===== config.mk =====
export PLATFORM = sky130hd
export DESIGN_NAME = ex_hazard_ctrl_flat
export DESIGN_NICKNAME = d
export VERILOG_FILES = /design/src/rtl/ex_hazard_ctrl_if.sv /design/src/rtl/ex_hazard_ctrl.sv /design/src/flat_wrapper.sv
export SDC_FILE = /design/constraint.sdc
export NUM_CORES = 1
export LEC_CHECK = 0
export CORE_MARGIN = 2
export CORE_UTILIZATION = 40
export CTS_BUF_LIST = sky130_fd_sc_hd__clkbuf_2 sky130_fd_sc_hd__clkbuf_4 sky130_fd_sc_hd__clkbuf_8
export DETAILED_ROUTE_END_ITERATION = 10
export PLACE_DENSITY = 0.66
export RECOVER_POWER = 50
export SYNTH_ARGS = -nofsm -noshare
export SYNTH_HDL_FRONTEND = slang
export SYNTH_SLANG_ARGS = --single-unit

===== constraint.sdc =====
create_clock -name clk -period 3.4 [get_ports clk]
set_clock_uncertainty 0.05 [all_clocks]
set_input_delay 0.68 -clock clk [delete_from_list [all_inputs] [get_ports clk]]
set_output_delay 0.68 -clock clk [all_outputs]
set_load 0.005 [all_outputs]

===== src/rtl/ex_hazard_ctrl_if.sv =====
// ID/EX-side signal bundle for the execute-stage forwarding and hazard controller.
// master drives the decoded ID fields and branch resolution; slave returns selects and stall/flush.
interface ex_hazard_ctrl_if #(
  parameter int REG_ADDR_W = 3
);
  logic                  id_valid;
  logic [REG_ADDR_W-1:0] id_rs1;
  logic [REG_ADDR_W-1:0] id_rs2;
  logic                  id_use_rs1;
  logic                  id_use_rs2;
  logic [REG_ADDR_W-1:0] id_rd;
  logic                  id_rd_write;
  logic                  id_is_load;
  logic                  id_ccr_write;
  logic                  id_ccr_use;
  logic                  ex_branch_taken;
  logic [2:0]            ex_fwd_sel1;
  logic [2:0]            ex_fwd_sel2;
  logic                  ex_ccr_fwd;
  logic                  ex_valid;
  logic                  stall;
  logic                  flush;

  modport master (
    output id_valid, id_rs1, id_rs2, id_use_rs1, id_use_rs2, id_rd, id_rd_write,
           id_is_load, id_ccr_write, id_ccr_use, ex_branch_taken,
    input  ex_fwd_sel1, ex_fwd_sel2, ex_ccr_fwd, ex_valid, stall, flush
  );

  modport slave (
    input  id_valid, id_rs1, id_rs2, id_use_rs1, id_use_rs2, id_rd, id_rd_write,
           id_is_load, id_ccr_write, id_ccr_use, ex_branch_taken,
    output ex_fwd_sel1, ex_fwd_sel2, ex_ccr_fwd, ex_valid, stall, flush
  );
endinterface


===== src/rtl/ex_hazard_ctrl.sv =====
// Execute-stage forwarding/hazard controller: tracks EX/MEM/WB destinations, registers
// ALU operand-forward selects, and raises load-use stall, branch flush and CCR forwarding.
module ex_hazard_ctrl #(
  parameter int                    REG_ADDR_W = 3,
  parameter logic [REG_ADDR_W-1:0] PC_REG     = 3'd7
) (
  input logic         clk,
  input logic         reset,
  ex_hazard_ctrl_if.slave bus
);

  typedef struct packed {
    logic                  valid;
    logic [REG_ADDR_W-1:0] rd;
    logic                  rd_write;
    logic                  is_load;
    logic                  ccr_write;
  } entry_t;

  entry_t     ex_q, mem_q, wb_q;
  logic       ex_ccr_use_q;
  logic [2:0] ex_sel1_q, ex_sel2_q;

  entry_t     id_entry;
  logic       id_ccr_use;
  logic [2:0] id_sel1, id_sel2;
  logic       flush_int, stall_int;
  logic       ld_hit1, ld_hit2;

  function automatic logic hit(input entry_t e, input logic [REG_ADDR_W-1:0] rs);
    return e.valid && e.rd_write && (e.rd == rs);
  endfunction

  // Youngest producer wins; PC alias is always read from the normal path.
  function automatic logic [2:0] fwd_sel(input logic [REG_ADDR_W-1:0] rs, input logic use_rs,
                                         input entry_t ex_e, input entry_t mem_e,
                                         input entry_t wb_e);
    if (!use_rs || rs == PC_REG) return 3'd0;
    if (hit(ex_e, rs))           return 3'd1;
    if (hit(mem_e, rs))          return mem_e.is_load ? 3'd3 : 3'd2;
    if (hit(wb_e, rs))           return 3'd4;
    return 3'd0;
  endfunction

  always_comb begin
    flush_int = reset & bus.ex_branch_taken;
    ld_hit1   = bus.id_use_rs1 && bus.id_rs1 != PC_REG && hit(ex_q, bus.id_rs1) && ex_q.is_load;
    ld_hit2   = bus.id_use_rs2 && bus.id_rs2 != PC_REG && hit(ex_q, bus.id_rs2) && ex_q.is_load;
    stall_int = reset & bus.id_valid & ~flush_int & (ld_hit1 | ld_hit2);

    id_entry   = '0;
    id_ccr_use = 1'b0;
    id_sel1    = 3'd0;
    id_sel2    = 3'd0;
    if (bus.id_valid && !stall_int && !flush_int) begin
      id_entry.valid     = 1'b1;
      id_entry.rd        = bus.id_rd;
      id_entry.rd_write  = bus.id_rd_write;
      id_entry.is_load   = bus.id_is_load;
      id_entry.ccr_write = bus.id_ccr_write;
      id_ccr_use         = bus.id_ccr_use;
      id_sel1            = fwd_sel(bus.id_rs1, bus.id_use_rs1, ex_q, mem_q, wb_q);
      id_sel2            = fwd_sel(bus.id_rs2, bus.id_use_rs2, ex_q, mem_q, wb_q);
    end
  end

  always_ff @(posedge clk or negedge reset) begin
    if (!reset) begin
      ex_q         <= '0;
      mem_q        <= '0;
      wb_q         <= '0;
      ex_ccr_use_q <= 1'b0;
      ex_sel1_q    <= 3'd0;
      ex_sel2_q    <= 3'd0;
    end else begin
      wb_q         <= mem_q;
      mem_q        <= ex_q;
      ex_q         <= id_entry;
      ex_ccr_use_q <= id_ccr_use;
      ex_sel1_q    <= id_sel1;
      ex_sel2_q    <= id_sel2;
    end
  end

  assign bus.ex_fwd_sel1 = ex_sel1_q;
  assign bus.ex_fwd_sel2 = ex_sel2_q;
  assign bus.ex_valid    = ex_q.valid;
  assign bus.ex_ccr_fwd  = ex_q.valid & ex_ccr_use_q & mem_q.valid & mem_q.ccr_write;
  assign bus.stall       = stall_int;
  assign bus.flush       = flush_int;

endmodule


===== src/flat_wrapper.sv =====
// flat-port wrapper written by rule: the top's interface ports become plain ports
module ex_hazard_ctrl_flat 
#(
  parameter int                    REG_ADDR_W = 3,
  parameter logic [REG_ADDR_W-1:0] PC_REG     = 3'd7
)
  (clk, reset, bus_id_valid, bus_id_rs1, bus_id_rs2, bus_id_use_rs1, bus_id_use_rs2, bus_id_rd, bus_id_rd_write, bus_id_is_load, bus_id_ccr_write, bus_id_ccr_use, bus_ex_branch_taken, bus_ex_fwd_sel1, bus_ex_fwd_sel2, bus_ex_ccr_fwd, bus_ex_valid, bus_stall, bus_flush);
  ex_hazard_ctrl_if #(.REG_ADDR_W(REG_ADDR_W)) bus_i ();
  input logic clk;
  input logic reset;
  input wire logic [$bits(bus_i.id_valid)-1:0] bus_id_valid;
  input wire logic [$bits(bus_i.id_rs1)-1:0] bus_id_rs1;
  input wire logic [$bits(bus_i.id_rs2)-1:0] bus_id_rs2;
  input wire logic [$bits(bus_i.id_use_rs1)-1:0] bus_id_use_rs1;
  input wire logic [$bits(bus_i.id_use_rs2)-1:0] bus_id_use_rs2;
  input wire logic [$bits(bus_i.id_rd)-1:0] bus_id_rd;
  input wire logic [$bits(bus_i.id_rd_write)-1:0] bus_id_rd_write;
  input wire logic [$bits(bus_i.id_is_load)-1:0] bus_id_is_load;
  input wire logic [$bits(bus_i.id_ccr_write)-1:0] bus_id_ccr_write;
  input wire logic [$bits(bus_i.id_ccr_use)-1:0] bus_id_ccr_use;
  input wire logic [$bits(bus_i.ex_branch_taken)-1:0] bus_ex_branch_taken;
  output wire logic [$bits(bus_i.ex_fwd_sel1)-1:0] bus_ex_fwd_sel1;
  output wire logic [$bits(bus_i.ex_fwd_sel2)-1:0] bus_ex_fwd_sel2;
  output wire logic [$bits(bus_i.ex_ccr_fwd)-1:0] bus_ex_ccr_fwd;
  output wire logic [$bits(bus_i.ex_valid)-1:0] bus_ex_valid;
  output wire logic [$bits(bus_i.stall)-1:0] bus_stall;
  output wire logic [$bits(bus_i.flush)-1:0] bus_flush;
  assign bus_i.id_valid = bus_id_valid;
  assign bus_i.id_rs1 = bus_id_rs1;
  assign bus_i.id_rs2 = bus_id_rs2;
  assign bus_i.id_use_rs1 = bus_id_use_rs1;
  assign bus_i.id_use_rs2 = bus_id_use_rs2;
  assign bus_i.id_rd = bus_id_rd;
  assign bus_i.id_rd_write = bus_id_rd_write;
  assign bus_i.id_is_load = bus_id_is_load;
  assign bus_i.id_ccr_write = bus_id_ccr_write;
  assign bus_i.id_ccr_use = bus_id_ccr_use;
  assign bus_i.ex_branch_taken = bus_ex_branch_taken;
  assign bus_ex_fwd_sel1 = bus_i.ex_fwd_sel1;
  assign bus_ex_fwd_sel2 = bus_i.ex_fwd_sel2;
  assign bus_ex_ccr_fwd = bus_i.ex_ccr_fwd;
  assign bus_ex_valid = bus_i.ex_valid;
  assign bus_stall = bus_i.stall;
  assign bus_flush = bus_i.flush;
  ex_hazard_ctrl #(.REG_ADDR_W(REG_ADDR_W), .PC_REG(PC_REG)) u_core (.clk(clk), .reset(reset), .bus(bus_i));
endmodule

==> metrics.cfg, run 1 <==
[logic_synthesis]
syn_inst=90
synth_seq_cells=26
synth-adder-area-share_pct=0
synth.avg_cell_area_um2=12.48
synth.distinct_cells=25
synth-simple-area-share_pct=24.72
yosys_warnings=0
synth_compound_area_share_pct=2.450
synth_xor_xnor_area_share_pct=14.03
synth_nets=109
ys.flop_type=dfrtp_1
synth-async-reset-ratio_pct=100.0
synth_mux_area_share_pct=0
synth_top_family_by_area=simple AND/OR/NAND/NOR gates
synth_seq_area_share_pct=57.91
synth-edff-count=0
syn_area_um2=1124

[cts]
cts_resized=0
cts_tree=yes
numCtsBuffers=3
cts_setup_buffers=0
clk_pin_slew_ns=0.14
cts_sinks=26
root_buffer=clkbuf_4
h-tree-depth=1
clock_path_buffers=2
ctsHoldBuffers=0
clock_latency_ns=0.32

[floorplanning]
placementRows=19
die_y_um=57
initial_utilization_pct=41.46
io_pins=29
die_w_um=57
core_um2=2710
dieArea_um2=3249

[worst_setup_path]
endpoint_kind=output port
reg2reg_to=u_core.ex_q[3]
r2r-start=u_core.ex_q[4]
required_ns=2.67
crit_arrival_ns=2.39
crit_type=in2out
r2r_slack_ns=1.78
slowest_stage=clkdlybuf4s50_1
cp_common_cell=clkdlybuf4s50_1
worstPathCellList=clkdlybuf4s50_1, xnor2_1, nand4_1, nor2_2, or2_1, clkdlybuf4s50_1
ff2ff_path_depth=5
critical_path.max_stage_delay_ns=0.59
crit_fanout=4
start_kind=input pin

[timing]
slew_viol_final=0
min_period_ns=3.116
hold_violations=0
rsz0062_at_grt=no
whs_ns=0.3229
maxSlewHeadroom_pct=74.64
fmax_mhz=320.9
fin_crit_sh_pct=91.65
worstMarginPinSlew_ns=0.3779
setup_viol=0
setup_tns_ns=0

[pwr]
p_per_area_nw_per_um2=406.0
ir_drop_uv=290.4
design_power_total_mw=0.6121
p_leak_nw=0.6256

[layout]
fin_util_pct=55.63
final_area_um2=1508
insertedDiodeCount=0
drive_above_1_share_pct=10.57
fin_nets=143
layout.cells.most_common=clkdlybuf4s50_1
syn_to_final_growth_pct=34.19
layout_common_cells=clkdlybuf4s50_1 (27), dfrtp_1 (26), xnor2_1 (10)

[global_routing]
grt_usage_pct=15.61
antenna_found_initial=0
grt_overflow_total=0
grt_pass1_vias=866
grt_max_degree=29
grt_pass1_wl_um=3857

[route]
drt-total-wl_um=2208
wl_met3_um=105
num_vias=790
drcViolationCount=0
wl_per_cell_um=14.34
drtIter0Drc=17
drt-vias-per-instance=5.130
wl_met1_um=965
ant_nets=0
first_pass_iters=4
top_layer=met4
dr_wl_met2_um=1084

[placement]
dpl.hpwl_um=1695
placed_area_um2=1455
gp_congestion=0.8036
port-buffer-count=28

[hold_path]
min_path_type=reg2reg
whs_path_depth=0
hp-start=u_core.ex_q[0]
hold_path_end=u_core.mem_q[0]

[job]
drv_cap=0

[outcome]
status=completed

how the worst max path moves through the flow:
stage                  startpoint        end  slack [ns]
global placement    bus_id_rs2[0]  bus_stall        0.31
detailed placement  bus_id_rs1[1]  bus_stall        0.28
CTS                 bus_id_rs1[1]  bus_stall        0.27
global route        bus_id_rs1[1]  bus_stall        0.16
floorplan           bus_id_rs1[1]  bus_stall        1.17
finish              bus_id_rs1[1]  bus_stall        0.28
logic make-up after synthesis:
kind of cell	after synthesis
DFF	26
buffers and inverters	2
AOI/OAI and AO/OA	4
and+or+nand+nor	40
xor gates and xnor gates	18
per-stage QoR:
stage	cells	setup slack (ns)
after detailed placement	150	0.2806
after floorplan	90	1.172
after global placement	150	0.3074
final	154	0.2840
after CTS	154	0.2667
after global routing	154	0.1558
power breakdown:
| group | total (mW) | leakage, nW | internal (mW) | switching [mW] |
|---|---|---|---|---|
| Clock | 0.210 | 0.0279 | 0.119 | 0.0905 |
| Sequential | 0.331 | 0.345 | 0.322 | 0.00923 |
| Combinational | 0.0714 | 0.253 | 0.0397 | 0.0317 |
worst max-delay path, delay by kind of cell:
family	cells	cell delay (ns)
xor+xnor	1	0.15
buf+inv	2	1.08
simple gates	3	0.47
cell type report:
class                           count  area [um^2]
Clock buffer                        3        22.52
Clock inverter                      1        30.03
Fill cell                         238         1202
Multi-Input combinational cell     62        462.9
Sequential cell                    26        650.6
Tap cell                           31        38.79
Timing Repair Buffer               31        302.8
registers in the layout, indices dropped and copies added (netlist names):
| name | flops |
|---|---|
| u_core.ex_ccr_use_q | 1 |
| u_core.bus.ex_fwd_sel1 | 3 |
| u_core.bus.ex_fwd_sel2 | 3 |
| u_core.ex_q | 6 |
| u_core.wb_q | 5 |
| u_core.mem_q | 7 |
| u_core.bus.ex_valid | 1 |
layer usage:
metal  track usage, %  up-vias
li1                 -      383
met1            19.44      383
met2            25.78       20
met3            3.175        4
met4            7.973        0
met5                0        -
cells in the mapped netlist, types with 2 or more instances:
| master | count | share of area [%] |
|---|---|---|
| dfrtp_1 | 26 | 58 |
| xnor2_1 | 10 | 7.8 |
| xor2_1 | 8 | 6.2 |
| nand3_1 | 7 | 3.1 |
| nor3b_1 | 7 | 4.7 |
| nand2_1 | 4 | 1.3 |
| and2_1 | 3 | 1.7 |
| nand4_1 | 3 | 1.7 |
| nor2_1 | 3 | 1.0 |
| nor4b_2 | 3 | 4.0 |
| buf_2 | 2 | 0.89 |
Note: power is estimated with default switching activity, not from simulation.
==> run 2: changes to the inputs <==
--- a/config.mk
+++ b/config.mk
@@ -9,6 +9,7 @@
 export CORE_UTILIZATION = 40
 export CTS_BUF_LIST = sky130_fd_sc_hd__clkbuf_2 sky130_fd_sc_hd__clkbuf_4 sky130_fd_sc_hd__clkbuf_8
 export DETAILED_ROUTE_END_ITERATION = 10
+export MAX_ROUTING_LAYER = met4
 export PLACE_DENSITY = 0.66
 export RECOVER_POWER = 50
 export SYNTH_ARGS = -nofsm -noshare
==> results of run 2 <==
The final DEF is identical to that of run 1; final timing and power are the same.
Among the figures that moved: final weighted congestion in routability-driven placement 0.8036 -> 0.8152; via count of the first global-routing pass 866 -> 867; overall routing resource usage 15.61% -> 16.10%
==> run 3: changes to the inputs <==
--- a/config.mk
+++ b/config.mk
@@ -5,6 +5,8 @@
 export SDC_FILE = /design/constraint.sdc
 export NUM_CORES = 1
 export LEC_CHECK = 0
+export ABC_CLOCK_PERIOD_IN_PS = 3400
+export CORE_ASPECT_RATIO = 1.4
 export CORE_MARGIN = 2
 export CORE_UTILIZATION = 40
 export CTS_BUF_LIST = sky130_fd_sc_hd__clkbuf_2 sky130_fd_sc_hd__clkbuf_4 sky130_fd_sc_hd__clkbuf_8
==> metrics.cfg, run 3 (synthesis gave the netlist of run 1 again) <==
[floorplanning]
die_y_um=66.71
initial_utilization_pct=42.52
placementRows=22
dieArea_um2=3255
io_pins=29
die_w_um=48.79
core_um2=2643

[cts]
h-tree-depth=1
cts_setup_buffers=0
numCtsBuffers=3
ctsHoldBuffers=0
clock_latency_ns=0.31
root_buffer=clkbuf_4
clk_pin_slew_ns=0.13
cts_sinks=26
cts_tree=yes
clock_path_buffers=2
cts_resized=0

[timing]
worstMarginPinSlew_ns=0.8651
fin_crit_sh_pct=91.56
whs_ns=0.3205
rsz0062_at_grt=no
setup_tns_ns=0
min_period_ns=3.113
fin_ws_ns=0.2868
setup_viol=0
hold_violations=0
maxSlewHeadroom_pct=41.94
fmax_mhz=321.2
slew_viol_final=0

[layout]
fin_nets=142
regMostFlops=u_core.mem_q
reg.largest.list=u_core.mem_q (7), u_core.ex_q (6), u_core.wb_q (5)
drive_above_1_share_pct=9.836
fin_util_pct=57.01
largest_reg_flops=7
syn_to_final_growth_pct=34.08
layout_common_cells=clkdlybuf4s50_1 (27), dfrtp_1 (26), xnor2_1 (10)
layout.cells.most_common=clkdlybuf4s50_1
insertedDiodeCount=0

[worst_setup_path]
start_kind=input pin
slowest_stage=clkdlybuf4s50_1
required_ns=2.67
cp_common_cell=clkdlybuf4s50_1
worstPathCellList=clkdlybuf4s50_1, xnor2_1, nand4_2, nor2_1, or2_1, clkdlybuf4s50_1
ff2ff_path_depth=4
critical_path.max_stage_delay_ns=0.59
crit_type=in2out
endpoint_kind=output port
crit_fanout=4
crit_arrival_ns=2.38

[global_routing]
grt_pass1_wl_um=3857
grt_usage_pct=16.26
grtUsageMet1_pct=20.06
grt_pass1_vias=833
grt_max_degree=28
grt.busiest_layer=met2
grt_overflow_total=0
met3_usage_pct=2.466
antenna_found_initial=0
met2_usage_pct=26.03

[pwr]
combPwrFrac_pct=11.8
p_leak_nw=0.6209
p_per_area_nw_per_um2=402.1
internal-power_mw=0.4798
net-switching-power_mw=0.1260
p_seq_share_pct=54.5
clkPwrFrac_pct=33.7
ir_drop_uv=340.4
p_sw_share_pct=20.79

[outcome]
status=completed

[route]
drt-total-wl_um=2075
drt-vias-per-instance=4.994
wl_per_cell_um=13.13
ant_nets=0
num_vias=789
first_pass_iters=4
drcViolationCount=0
drtIter0Drc=17

[placement]
place_ws_ns=0.2863
dpl.hpwl_um=1667
port-buffer-count=28
gp_congestion=0.9623

[hold_path]
min_path_type=reg2reg
whs_path_depth=0

[job]
drv_cap=0

==> run 3: changes by cell type in the layout (fill, tap and decap cells not counted) <==
cell	delta
buf_4	-1
==> run 3: power by group through the flow <==
stage               Clock (mW)  Combinational [mW]  Sequential [mW]
finish                   0.204              0.0712            0.330
global route             0.224              0.0787            0.332
CTS                      0.211              0.0726            0.330
detailed placement           0              0.0719            0.336
global placement             0              0.0707            0.336
floorplan                    0              0.0313            0.335
==> run 3: layout make-up <==
| type | instances | area (um^2) |
|---|---|---|
| clock buffer | 3 | 22.52 |
| clock inverter | 1 | 30.03 |
| fill | 246 | 1136 |
| multi-input combinational | 62 | 462.9 |
| sequential | 26 | 650.6 |
| tap | 36 | 45.04 |
| timing repair buffer | 30 | 295.3 |
==> run 3: final timing paths <==
kind                                     start                   endpoint  slack [ns]
worst max-delay path             bus_id_rs2[1]                  bus_stall        0.29
worst min-delay path            u_core.ex_q[0]            u_core.mem_q[0]        0.32
worst max register to register  u_core.ex_q[4]  u_core.bus.ex_fwd_sel1[2]        1.54
worst min register to register  u_core.ex_q[0]            u_core.mem_q[0]        0.32
max in group asynchronous                reset            u_core.mem_q[4]        2.19
min in group asynchronous                reset             u_core.ex_q[5]        0.86
==> run 3: stage by stage <==
| step | cells | cell area (um^2) | total power [mW] |
|---|---|---|---|
| final | 158 | 1506 | 0.6057 |
| after global routing | 158 | 1506 | 0.6349 |
| after global placement | 154 | 1454 | 0.4069 |
| after floorplan | 90 | 1124 | 0.3659 |
| after detailed placement | 154 | 1454 | 0.4084 |
| after CTS | 158 | 1506 | 0.6144 |
==> run 3: worst max-delay path: cells and delay by family <==
| kind | cells | cell delay, ns |
|---|---|---|
| xor gates and xnor gates | 1 | 0.17 |
| buffers and inverters | 2 | 1.08 |
| and+or+nand+nor | 3 | 0.45 |
==> run 3: layer usage <==
| metal | vias up | part of all wire, % |
|---|---|---|
| met4 | 0 | 1.1 |
| met3 | 2 | 3.5 |
| met2 | 16 | 53 |
| li1 | 383 | - |
| met1 | 388 | 42 |
| met5 | - | 0 |
